===== config.mk =====
export PLATFORM = sky130hd
export DESIGN_NAME = multiword_add_seq
export DESIGN_NICKNAME = d
export VERILOG_FILES = /design/src/rtl/multiword_add_seq_pkg.sv /design/src/rtl/multiword_add_seq_limb_add_slice.sv /design/src/rtl/multiword_add_seq.sv
export SDC_FILE = /design/constraint.sdc
export NUM_CORES = 1
export LEC_CHECK = 0
export CAP_MARGIN = 20
export CORE_MARGIN = 1
export CORE_UTILIZATION = 50
export DETAILED_ROUTE_END_ITERATION = 12
export PLACE_DENSITY = 0.91
export SLEW_MARGIN = 20
export SYNTH_ARGS = -nofsm -noshare
export SYNTH_HDL_FRONTEND = slang
export SYNTH_SLANG_ARGS = --single-unit
export TNS_END_PERCENT = 50

===== constraint.sdc =====
create_clock -name clk -period 3.73 [get_ports clk]
set_input_delay 0.373 -clock clk [delete_from_list [all_inputs] [get_ports clk]]
set_output_delay 0.373 -clock clk [all_outputs]
set_load 0.01 [all_outputs]

===== src/rtl/multiword_add_seq_pkg.sv =====
// ============================================================================
// Module : multiword_add_seq_pkg
// Brief  : FSM encodings shared by the multi-word add sequencer.
// Rev    : 1.0
// ============================================================================
`default_nettype none

package multiword_add_seq_pkg;

  localparam int STATE_W = 2;

  localparam logic [1:0] ST_IDLE = 2'd0;
  localparam logic [1:0] ST_RUN  = 2'd1;
  localparam logic [1:0] ST_DONE = 2'd2;

endpackage

`default_nettype wire


===== src/rtl/multiword_add_seq_limb_add_slice.sv =====
// ============================================================================
// Module : limb_add_slice
// Brief  : Combinational LIMB_W-bit carry adder, {co,s} = x + y + ci.
// Rev    : 1.0
// ============================================================================
`default_nettype none

module limb_add_slice #(
  parameter int LIMB_W = 8
) (
  input  logic [LIMB_W-1:0] x,
  input  logic [LIMB_W-1:0] y,
  input  logic              ci,
  output logic [LIMB_W-1:0] s,
  output logic              co
);

  assign {co, s} = {1'b0, x} + {1'b0, y} + {{LIMB_W{1'b0}}, ci};

endmodule

`default_nettype wire


===== src/rtl/multiword_add_seq.sv =====
// ============================================================================
// Module : multiword_add_seq
// Brief  : Wide add performed limb by limb, LSB first, over one shared slice.
//          Define MULTIWORD_ADD_SEQ_OVERFLOW_EN to enable the signed overflow flag.
// Rev    : 1.0
// ============================================================================
`default_nettype none

module multiword_add_seq
  import multiword_add_seq_pkg::*;
#(
  parameter int LIMB_W = 8,
  parameter int NLIMBS = 4,
  parameter int IDX_W  = 2
) (
  input  logic                     clk,
  input  logic                     rst_n,
  input  logic                     start_valid,
  output logic                     start_ready,
  input  logic [LIMB_W*NLIMBS-1:0] a,
  input  logic [LIMB_W*NLIMBS-1:0] b,
  input  logic                     cin,
  output logic                     res_valid,
  input  logic                     res_ready,
  output logic [LIMB_W*NLIMBS-1:0] sum,
  output logic                     cout,
  output logic                     overflow,
  output logic                     busy,
  output logic [IDX_W-1:0]         limb_idx
);

  localparam int TW = LIMB_W * NLIMBS;
  localparam logic [IDX_W-1:0] LAST_IDX = IDX_W'(NLIMBS - 1);

  logic [STATE_W-1:0] state;
  logic [TW-1:0]      a_r;
  logic [TW-1:0]      b_r;
  logic [TW-1:0]      sum_r;
  logic               carry;
  logic               cout_r;
  logic [IDX_W-1:0]   idx;
  logic [LIMB_W-1:0]  x;
  logic [LIMB_W-1:0]  y;
  logic [LIMB_W-1:0]  s;
  logic               co;
  logic               last;

  assign x    = a_r[int'(idx)*LIMB_W +: LIMB_W];
  assign y    = b_r[int'(idx)*LIMB_W +: LIMB_W];
  assign last = (idx == LAST_IDX);

  limb_add_slice #(.LIMB_W(LIMB_W)) u_slice (
    .x  (x),
    .y  (y),
    .ci (carry),
    .s  (s),
    .co (co)
  );

  always_ff @(posedge clk or negedge rst_n) begin
    if (!rst_n) begin
      state  <= ST_IDLE;
      a_r    <= '0;
      b_r    <= '0;
      sum_r  <= '0;
      carry  <= 1'b0;
      cout_r <= 1'b0;
      idx    <= '0;
    end else begin
      case (state)
        ST_IDLE: begin
          if (start_valid) begin
            a_r   <= a;
            b_r   <= b;
            carry <= cin;
            idx   <= '0;
            state <= ST_RUN;
          end
        end
        ST_RUN: begin
          sum_r[int'(idx)*LIMB_W +: LIMB_W] <= s;
          carry <= co;
          if (last) begin
            cout_r <= co;
            state  <= ST_DONE;
          end else begin
            idx <= idx + 1'b1;
          end
        end
        ST_DONE: begin
          if (res_ready) state <= ST_IDLE;
        end
        default: state <= ST_IDLE;
      endcase
    end
  end

`ifdef MULTIWORD_ADD_SEQ_OVERFLOW_EN
  logic ovf_r;

  // Top bit of the final slice result is the sign of the full-width sum.
  always_ff @(posedge clk or negedge rst_n) begin
    if (!rst_n) begin
      ovf_r <= 1'b0;
    end else if (state == ST_RUN && last) begin
      ovf_r <= (a_r[TW-1] == b_r[TW-1]) && (s[LIMB_W-1] != a_r[TW-1]);
    end
  end

  assign overflow = ovf_r;
`else
  assign overflow = 1'b0;
`endif

  assign start_ready = (state == ST_IDLE);
  assign res_valid   = (state == ST_DONE);
  assign busy        = (state == ST_RUN);
  assign sum         = sum_r;
  assign cout        = cout_r;
  assign limb_idx    = idx;

endmodule

`default_nettype wire


==> results.cfg <==
[layout]
instances_no_fill = 518
fillers = 622
final_common_cell = clkdlybuf4s50_1
nNetsFinal = 489
layout_common_cells = 105 x clkdlybuf4s50_1, 102 x dfrtp_1, 57 x mux2_2, 33 x a22o_1, 16 x mux4_2
drive_above_1_share_pct = 26.8
area_growth_pct = 29.2
diodes = 0

[sta]
finalCritPeriodShare_pct = 78.4
finalHoldViolations = 0
slew_viol_final = 0
finClkSkew_ns = 0.0122
rsz0062_at_grt = no
setup_tns_ns = 0
period_minus_slack_ns = 2.92
slew_headroom_pct = 43.7
tightest_slew_ns = 0.845
holdWs_ns = 0.0534
finalSetupViolations = 0
max_freq_ghz = 0.342

[power]
pwr-share-seq_pct = 31.7
ir_drop_v = 0.000453
netSwitchingFraction_pct = 38.7
p_int_w = 0.00379
combPwrFrac_pct = 55.6
power_density_nw_per_um2 = 1020
power.clock.fraction_pct = 12.7
leakage_nw = 2.58
p_sw_w = 0.00239

[worst_setup_path]
critPathLaunch = limb_idx[0]
critical-path-top-delay-family = adder cells
r2r-end = cout
slowest_delay_ns = 0.55
reg2reg_depth = 8
critical_path_depth = 8
r2r-start = limb_idx[0]
worst_path_max_delay_cell = mux4_2
crit_buf_inv = 0
path_common_cell = fa_1
cp.required_ns = 3.96
cp-start-kind = flip-flop
critical_path_class = reg2reg
arrival_ns = 3.15
end_kind = flip-flop
endpoint = cout
cp_cell_sequence = mux4_2, fa_1, fa_1, a21o_1, a221oi_2, o21bai_1, a21oi_1, a31oi_1
r2r_setup_slack_ns = 0.81
cp_max_fo = 4

[clock_network]
htree_levels = 3
cts_buffers = 9
cts_resized = 0
clk_latency_ns = 0.36
cts_sinks = 102
cts_tree = built
cts_hold_buf = 0
clock-root-buffer = clkbuf_8
clockBufferDepth = 2
cts_setup_buffers = 0
cts.clk_slew.worst_paths_ns = 0.09

[floorplanning]
initial_core_util_pct = 52.6
die_height_um = 98.7
fp.dieArea_um2 = 9740
io_pins = 108
fp-row-count = 34
die_x_um = 98.7
core_um2 = 8890

[logic_synthesis]
synthesis.nets = 381
yosysWarnings = 0
yosys.cell_types.count = 35
synth_area_leaders = dfrtp_1 55%, mux2_2 14%, mux4_2 7.7%
yosysSeqAreaShare_pct = 54.6
synth_top_area_share_pct = 54.6
synth-seq-cells = 102
syn_area_um2 = 4670
syn_avg_cell_area_um2 = 15.7
yosysTopAreaCell = dfrtp_1
syn_inst = 297

[global_routing]
grt_max_degree = 91
grt_antenna_before_repair = 0
grt_pass1_vias = 3154
grt_overflow_total = 0
grt_usage_pct = 22.2
grt_pass1_wl_um = 16500

[outcome]
status = finished clean

[detailed_routing]
wl_per_cell_um = 19.4
via_count = 2978
dr.pass1.iters = 5
wl_um = 10000
drt_iter0_markers = 135
antenna_left = 0
drc = 0
viasPerCell = 5.75

[place]
post-place-cells = 502
io_buffers = 106
dpl.hpwl_um = 7430
gp_congestion = 0.766

[job]
maxCapViolations = 0

[hold_path]
hold_class = in2async
per-stage QoR:
stage / cell area, µm² / util [%] / setup slack [ns] / total power, W
after floorplan: 4670 / - / 0.393 / 0.00437
after global placement: 5800 / 65.2 / 0.901 / 0.00520
after detailed placement: 5800 / 65.2 / 0.834 / 0.00541
after CTS: 6030 / 67.9 / 0.813 / 0.00621
after global routing: 6040 / 67.9 / 0.697 / 0.00659
final: 6040 / 67.9 / 0.807 / 0.00618
logic make-up (layout without fill, tap and decap cells):
family / count (synthesis) / after routing / synth area share (%)
compound gates: 53 / 53 / 9.08
xor+xnor: 5 / 5 / 0.937
fa+ha+maj: 15 / 15 / 4.34
buf+inv: 20 / 133 / 2.73
flops: 102 / 102 / 54.6
mux: 81 / 81 / 23.9
other cells: 1 / 1 / 0.0802
simple gates: 20 / 20 / 4.36
worst register-to-register path, delay by kind of cell (launching register included):
family | cells | cell delay [ns]
AOI/OAI and AO/OA | 5 | 0.89
muxes | 1 | 0.55
DFF | 1 | 0.45
adders and majority gates | 2 | 0.91
worst min-delay path by stage:
stage,to,cells after the start,slack (ns),from
after floorplan,a_r[0],0,0.08,rst_n
after global placement,a_r[16],1,0.47,a_r[16]
after detailed placement,a_r[24],1,0.49,a_r[24]
after CTS,sum[24],1,0.24,rst_n
after global routing,sum[8],1,0.12,rst_n
final,sum[8],1,0.05,rst_n
layout make-up:
type,count,area (µm²),area share [%]
clock buffer,12,155,2.57
clock inverter,4,77.6,1.28
timing repair buffer,111,1100,18.2
inverter,6,22.5,0.373
tap,108,135,2.24
sequential,102,2550,42.3
multi-input combinational,175,1990,33.0
flip-flops by register name, indices dropped and copies added (netlist names):
register	flops
a_r	32
b_r	32
sum	32
limb_idx	2
state	2
carry	1
cout	1
Yosys cell counts:
cell type  count
a22o_1        33
a21oi_1        6
a221oi_2       1
and2_1         1
mux2_4         6
o21bai_1       2
a211oi_1       2
mux2_1         2
mux4_2        16
inv_1          6
buf_1          1
fa_1           2
buf_4          2
xor2_1         2
conb_1         1
o211ai_1       2
nand2_4        3
nor2b_1        3
buf_2          6
o21ai_0        2
a21o_1         3
xnor2_1        3
mux2_2        57
nor4_4         1
nand2_1        3
nand4b_1       1
buf_6          5
nand3_1        1
nor2_1         2
and3_1         1
a31oi_1        2
ha_1          13
dfrtp_1      102
nor4b_4        3
nor2b_4        1
power groups by stage:
stage / Clock (W) / Sequential (W) / Combinational [W]
2_1_floorplan: 0 / 0.00194 / 0.00243
3_3_place_gp: 0 / 0.00194 / 0.00326
3_5_place_dp: 0 / 0.00198 / 0.00343
4_1_cts: 0.000794 / 0.00196 / 0.00345
5_1_grt: 0.000842 / 0.00203 / 0.00372
6_report: 0.000786 / 0.00196 / 0.00344
metal layers:
layer  part of all wire [%]  vias up  global-route usage, %
met5                      0        -                      0
met4                    1.6        0                   7.46
met3                    5.6       17                   4.40
met2                     49      119                   37.1
met1                     44     1502                   29.3
li1                       -     1340                      -
Power figures use the tool's default switching activity.
